**config.mk**
```make
export PLATFORM = sky130hd
export DESIGN_NAME = mmio_uart_tx
export DESIGN_NICKNAME = d
export VERILOG_FILES = /design/src/rtl/mmio_uart_tx.sv
export SDC_FILE = /design/constraint.sdc
export NUM_CORES = 1
export LEC_CHECK = 0
export CAP_MARGIN = 30
export CORE_MARGIN = 1.5
export CORE_UTILIZATION = 53
export DETAILED_ROUTE_END_ITERATION = 12
export GPL_ROUTABILITY_DRIVEN = 0
export GPL_TIMING_DRIVEN = 0
export PLACE_DENSITY = 0.81
export SYNTH_ARGS = -nofsm -noshare
export SYNTH_HDL_FRONTEND = slang
export SYNTH_SLANG_ARGS = --single-unit
```
**constraint.sdc**
```tcl
create_clock -name Clk -period 3.7 [get_ports Clk]
set_clock_uncertainty 0.05 [all_clocks]
set_input_delay 0.555 -clock Clk [delete_from_list [all_inputs] [get_ports Clk]]
set_output_delay 0.555 -clock Clk [all_outputs]
set_load 0.01 [all_outputs]
```
**src/rtl/mmio_uart_tx.sv**
```systemverilog
// Memory-mapped 8N1 UART transmitter on the single-cycle data-memory port.
// Stores hit a 16-byte register window; loads return status combinationally.
module mmio_uart_tx #(
  parameter logic [31:0] BASE_ADDR  = 32'h0000_1000,
  parameter int          FIFO_DEPTH = 4,
  parameter logic [15:0] DIV_RESET  = 16'd868
) (
  input  logic        Clk,
  input  logic        Reset_n,
  input  logic        we,
  input  logic [31:0] a,
  input  logic [31:0] wd,
  output logic [31:0] rd,
  output logic        tx,
  output logic        busy
);

  localparam int PW = $clog2(FIFO_DEPTH);
  localparam int CW = PW + 1;

  typedef enum logic [1:0] {IDLE, START, DATA, STOP} state_t;
  typedef enum logic [1:0] {
    REG_TXDATA  = 2'd0,
    REG_STATUS  = 2'd1,
    REG_BAUDDIV = 2'd2,
    REG_RSVD    = 2'd3
  } reg_sel_t;

  state_t        state;
  logic [7:0]    mem [FIFO_DEPTH];
  logic [PW-1:0] wptr, rptr;
  logic [CW-1:0] count;
  logic          overflow;
  logic [15:0]   baud;
  logic [15:0]   div_q;
  logic [15:0]   bitcnt;
  logic [2:0]    idx;
  logic [7:0]    shift;

  logic     hit, full, empty, push_req, push_ok, pop, bit_end;
  reg_sel_t sel;
  logic     unused;

  assign hit      = (a[31:4] == BASE_ADDR[31:4]);
  assign sel      = reg_sel_t'(a[3:2]);
  assign full     = (count == CW'(FIFO_DEPTH));
  assign empty    = (count == '0);
  assign push_req = we && hit && (sel == REG_TXDATA);
  assign pop      = (state == IDLE) && !empty;
  // A same-cycle pop frees the slot, so a push to a full FIFO still lands.
  assign push_ok  = push_req && (!full || pop);
  assign bit_end  = (bitcnt == div_q - 16'd1);
  assign busy     = (state != IDLE) || !empty;
  assign unused   = ^{a[1:0], wd[31:16]};

  // NOTE: every variable gets a default before the branches so no latch is inferred.
  always_comb begin
    rd = '0;
    if (hit) begin
      case (sel)
        REG_STATUS:  rd = {24'd0, 4'(count), overflow, busy, empty, full};
        REG_BAUDDIV: rd = {16'd0, baud};
        default:     rd = '0;
      endcase
    end
  end

  // NOTE: the FIFO storage has no reset; count and pointers alone define validity.
  always_ff @(posedge Clk) begin
    if (push_ok) mem[wptr] <= wd[7:0];
  end

  // NOTE: sequential state uses non-blocking assignments only, so every flop
  // samples the pre-edge value of every other flop.
  always_ff @(posedge Clk or negedge Reset_n) begin
    if (!Reset_n) begin
      wptr     <= '0;
      rptr     <= '0;
      count    <= '0;
      overflow <= 1'b0;
      baud     <= DIV_RESET;
    end else begin
      if (push_ok) wptr <= wptr + PW'(1);
      if (pop)     rptr <= rptr + PW'(1);
      case ({push_ok, pop})
        2'b10:   count <= count + CW'(1);
        2'b01:   count <= count - CW'(1);
        default: ;
      endcase
      if (push_req && !push_ok)
        overflow <= 1'b1;
      else if (we && hit && (sel == REG_STATUS) && wd[3])
        overflow <= 1'b0;
      if (we && hit && (sel == REG_BAUDDIV))
        baud <= (wd[15:0] == 16'd0) ? 16'd1 : wd[15:0];
    end
  end

  // tx is registered from the state, so the line lags the FSM by one cycle.
  always_ff @(posedge Clk or negedge Reset_n) begin
    if (!Reset_n) begin
      state  <= IDLE;
      tx     <= 1'b1;
      div_q  <= 16'd1;
      bitcnt <= '0;
      idx    <= '0;
      shift  <= '0;
    end else begin
      case (state)
        IDLE: begin
          tx <= 1'b1;
          if (!empty) begin
            shift  <= mem[rptr];
            div_q  <= baud;
            bitcnt <= '0;
            state  <= START;
          end
        end
        START: begin
          tx <= 1'b0;
          if (bit_end) begin
            bitcnt <= '0;
            idx    <= '0;
            state  <= DATA;
          end else begin
            bitcnt <= bitcnt + 16'd1;
          end
        end
        DATA: begin
          tx <= shift[0];
          if (bit_end) begin
            bitcnt <= '0;
            shift  <= {1'b0, shift[7:1]};
            if (idx == 3'd7) state <= STOP;
            else             idx   <= idx + 3'd1;
          end else begin
            bitcnt <= bitcnt + 16'd1;
          end
        end
        STOP: begin
          tx <= 1'b1;
          if (bit_end) begin
            bitcnt <= '0;
            state  <= IDLE;
          end else begin
            bitcnt <= bitcnt + 16'd1;
          end
        end
        default: state <= IDLE;
      endcase
    end
  end

endmodule

```
# After elaboration in Yosys (flattened, before gate mapping)
# Memories as Yosys holds them, arrays and structs flattened.
# Cells that the tools add are included.
# classes
add_sub_neg,7
mul,0
div,0
order_cmp,0
n_eq_ne,17
n_shift,0
n_mux,25
bitwise,1
reduce_logical,28
# op_table
cell,count
$pmux 16 s2,2
$mux 16,3
$mux 32,1
$eq 28x9->1 const B,1
$add 16x1->16 const B,1
$eq 16x16->1,1
$logic_not 16->1,1
$mux 8,2
$pmux 8 s2,1
$sub 16x1->16 const B,1
$ne 2x2->1 const B,6
$pmux 3 s2,2
$mux 2,5
$reduce_bool 2->1,5
$mux 3,3
$eq 2x2->1 const B,4
$logic_and 1x1->1,8
$pmux 2 s4,1
$add 3x1->3 const B,2
$eq 2x1->1 const B,3
$eq 3x3->1 const B,2
$reduce_and 5->1,1
$add 2x1->2 const B,2
$logic_not 2->1,2
other kinds (12),18
# word_totals
reg_bits,70
latchBits,0
mem_bits_rw,32
mem_bits_ro,0
in_bits,67
output_inout_bits,34
word_cells,90
n_memories,1
# memory_table
memory,depth,word_bits,read_ports,rd_clocked_by_memory_dff,wr,line_no,source
mem,4,8,1,0,1,30,logic [7:0] mem [FIFO_DEPTH];

# Depth between registers and ports, before layout
# logic_depth
depth_word,8
depth_mapped,11

# Worst setup path before layout
# No wires, ideal clock.
# synth_path
path_kind,register -> register
from,register div_q[2]
to,register idx[0]
setup_time_ns,0.128
t_arrival_ns,2.593
slack_ns,0.930
stages_incl_launch_ff,9
path_cell_list,dfrtp_1 buf_2 or4_4 nor3_4 mux2_4 a31oi_4 o2111ai_4 a211oi_4 mux2_1
# synth_via
elab_chain_len,4
word_cells_on_any_way,5
# synth_rtl
element,line_no,source
start: declaration,35,logic [15:0] div_q;
start signal: assignment,114,div_q <= baud;
$sub 16x1->16 (*),52,assign bit_end = (bitcnt == div_q - 16'd1);
$eq 16x16->1 (*),52,
$ne 2x2->1 (no source line),-,
$reduce_and 4->1 (no source line) (*),-,
end signal: assignment,135,else idx <= idx + 3'd1;
end: declaration,37,logic [2:0] idx;
# Mark *: on every way between the ends. The rest lies on a longest branch, timed or not.
# A chain may end at the register's enable or synchronous reset.

# Worst setup path after layout
# layout_path
from,register state[1]
to,output port rd[2]
# layout_via
elab_chain_len,4
# layout_rtl
element,line_no,source
start: declaration,29,state_t state;
start signal: assignment,102,state <= IDLE;
start signal: assignment,116,state <= START;
start signal: assignment,124,state <= DATA;
$reduce_bool 2->1,53,assign busy = (state != IDLE) || !empty;
$logic_or 1x1->1,53,
$pmux 16 s2,60,case (sel)
$mux 32,59,if (hit) begin
end: declaration,13,"output logic [31:0] rd,"
# Every way passes these cells.

==> summary by stage <==
Timing
Measured against its own limit, the worst slew margin works out to 0.413. The number of hold-slack violations in the final timing report is 0. Static timing analysis puts the maximum clock frequency at 292 MHz. Setup repair after global routing left no endpoint under its margin. The worst path needs 3420 ps of the cycle, external delays included. Setup violations remaining at the end of the flow were counted as 0. The number of pins exceeding their max-slew limit in the final report is 0. Setup slack on the critical path of the routed design comes to 279 ps. The slew at the pin closest to its max-slew limit is 881 ps. The ratio of final minimum period to clock period is 0.924.

Yosys
Of the synthesized area, sequential elements account for 0.491. The synthesized instance count is 504. The netlist uses 69 different library cells.

dfrtp_1 takes more of the synthesized area than any other cell. Among all flip-flop cells after synthesis, the most frequent one is dfrtp_1. By area the synthesized netlist is led by dfrtp_1 (28%), edfxtp_1 (17%), nand2_1 (4.1%). Dividing the synthesized area by the synthesized cell count gives 11.0 µm². The proportion of netlist area held by the largest area contributor is 0.284. The Yosys warning count is 0. The combined area of all synthesized cells is 0.00555 mm². The share of async-settable or async-resettable flops after synthesis is 0.686. After synthesis the netlist holds a flip-flop and latch count of 102. The count of flip-flops with a built-in enable after synthesis is 32.

CTS
The clock-pin slew reported for the worst setup and hold paths after clock tree synthesis is 100 ps. The post-CTS setup-driven buffer insertion count is 0. The source-to-sink clock delay at the later pin of the worst-skew pair is 370 ps. Buffers inserted to repair hold after CTS numbered 0. TritonCTS built the clock tree. The root buffer cell chosen for the clock tree is clkbuf_8. The count of clock tree sinks is 102. No sink is reached through more buffers than the 2 on the longest clock path. Counting the buffers created by CTS gives 9. CTS built an H-tree with a depth of 3.

Final layout
The top cell types in the final layout, fill and taps aside, are clkdlybuf4s50_1 (65), dfrtp_1 (63), nand2_1 (60), edfxtp_1 (32), nor2_1 (29). The number of filler instances in the final layout is 777. Leaving out filler cells and counting taps, the final layout contains 736.

The sequential cell area is 0.00272 mm². After the last flow step, the layout net total stands at 679. The area growth from synthesis to layout is 19.8%. The number of antenna diodes in the final layout is 0. The total area of multi-input combinational cells is 0.00260 mm². In the final layout, the share of cells above drive strength 1 is 0.162. The commonest non-fill, non-tap cell in the layout is clkdlybuf4s50_1.

Power and ir drop
VDD sags by at most 0.162 mV. The leakage power is 2.90 nW. The power density of the placed cells is 300 mW/mm².

Routing
The routed layout has 4194 vias. The count of TritonRoute iterations in the first routing pass is 5. Dividing the detail-routed wire length by the instance count gives 16.3 µm. In this run the remaining antenna-violating nets after routing total 0.

The routed design has 12000 µm of wire. The average via count per standard cell is 5.70. The remaining design rule violation count is 0. The number of DRC violations after detailed-routing iteration 0 is 279.

Setup path
The worst register-to-register path begins at div_q[1]. The slowest stage of the critical path is the clkdlybuf4s50_1 cell. The element type at the critical path start is a flip-flop.

STA classifies the critical path endpoint as an output pin. The most numerous cell type found on the critical path is inv_1. The critical setup path kind is reg2out.

The number of buffer and inverter stages on the critical path is 4. The maximum fanout along the worst path is 10. Broken down by cell family, the worst path's largest delay share belongs to buffers and inverters.

The largest single stage delay on the critical path is 490 ps. The critical path goes through inv_1 > ha_1 > and2_1 > inv_1 > clkbuf_2 > a22oi_1 > nor2_1 > clkdlybuf4s50_1. The setup check on the worst reg-to-reg path leaves a slack of 510 ps.

The endpoint identified for the worst register-to-register timing path is shift[3]. For the worst setup path, the data required time is 3090 ps. STA puts the critical path data arrival time at 2820 ps. The logic depth of the worst register-to-register path is 11.

Run status
The run finished with clean final reports.

GRT
The wire length of the first global-routing pass is 19600 µm. Summed over all layers, the global routing overflow is 0. The via count of the first global-routing pass is 4180.

In the global route stage, overall resource usage came out at 0.224. The maximum number of pins on one net before global-route repair is 71. The initial antenna violation count is 0.

Floorplan
The floorplan die area is 0.0111 mm². For this configuration, the core starts out at a cell density of 0.542. After floorplanning, the core was sized to cover 0.0102 mm². From left edge to right edge, the die measures 105 µm. The site row count is 37. From bottom edge to top edge, the die measures 105 µm.

The boundary pin count is 101.

Job
The tool flagged a number of max-cap violations equal to 0.

Place
The pre-CTS setup slack is 220 ps. The HPWL after detailed placement is 8940 µm. During placement, the flow inserted port buffers numbering 66. Once placement completed, the tool counted placed cells totaling 721.

Worst hold path
The class of the tightest hold or removal check is in2async.
## cells by family after synthesis
group | synth area share
compound gates | 0.120
buf+inv | 0.0532
xor+xnor | 0.0347
mux | 0.0882
other cells | 0.000676
fa+ha+maj | 0.0397
simple gates | 0.173
flops | 0.491
## cell type report
type	instances	share of cell area
tap	136	0.0256
timing repair buffer	66	0.0991
multi-input combinational	361	0.391
buffer	39	0.0352
clock inverter	7	0.0121
clock buffer	9	0.0186
sequential	102	0.410
inverter	16	0.00904
## report_power, final
part           leakage, nW     switching (W)  internal, W  total (W)
Clock                0.103          0.000400     0.000321   0.000721
Combinational         1.61         0.0000487    0.0000591   0.000108
Sequential            1.19  0.00000000000846      0.00116    0.00116
## how the worst max path moves through the flow
stage | startpoint | end | slack [ps] | depth (start not counted)
after floorplan | div_q[2] | idx[0] | 930 | 8
after global routing | a[10] | rd[0] | 90 | 8
final | state[1] | rd[2] | 280 | 8
after global placement | Reset_n | wptr[0] | -260 | 1
after CTS | state[0] | rd[2] | 20 | 9
after detailed placement | a[19] | rd[1] | 220 | 8
## sequential cells by signal, summed over array words and instances, names as in the netlist
name	flops
tx	1
shift	8
mem	32
state	2
count	3
wptr	2
bitcnt	16
rptr	2
div_q	16
idx	3
baud	16
overflow	1
## layer usage
layer | global-route usage | wire length, µm | part of all wire | vias up
met5 | 0 | 0 | 0 | -
met4 | 0.106 | 341 | 0.028 | 0
met3 | 0.0266 | 601 | 0.050 | 30
met2 | 0.374 | 5880 | 0.49 | 173
met1 | 0.292 | 5150 | 0.43 | 2009
li1 | - | - | - | 1982
## cells in the mapped netlist, types with 3 or more instances
library cell / instances
clkbuf_1: 18
o22ai_1: 3
nand4_1: 3
ha_1: 16
o211a_1: 4
inv_1: 15
a31oi_1: 19
nor4_1: 11
edfxtp_1: 32
a22oi_1: 8
and3_1: 19
a21oi_1: 12
or2_0: 5
dfrtp_1: 63
dfstp_2: 7
nor2_1: 29
nand2_1: 60
or4_4: 3
mux2_2: 16
and2_1: 6
nand3b_1: 3
xnor2_1: 10
mux2i_1: 8
buf_4: 16
or3_1: 4
mux4_2: 8
o21ai_0: 16
a21oi_2: 8
nor3_1: 10
buf_6: 3
nand3_1: 11
xor2_1: 12
## per-stage QoR
step	instance area, µm²	setup TNS [ps]	utilization	power (W)	hold slack (ps)
6_report	6640	0	0.649	0.00199	231
5_1_grt	6640	0	0.649	0.00206	313
4_1_cts	6640	0	0.649	0.00200	274
3_5_place_dp	6430	0	0.628	0.00129	427
3_3_place_gp	6430	-15950	0.629	0.00129	420
2_1_floorplan	5600	0	-	0.00121	209
## repair_timing
action | CTS | global route
setup endpoints to repair | 1 | 6
gates cloned | 0 | 0
resized for setup | 1 | 5
(Power assumes the default switching activity.)
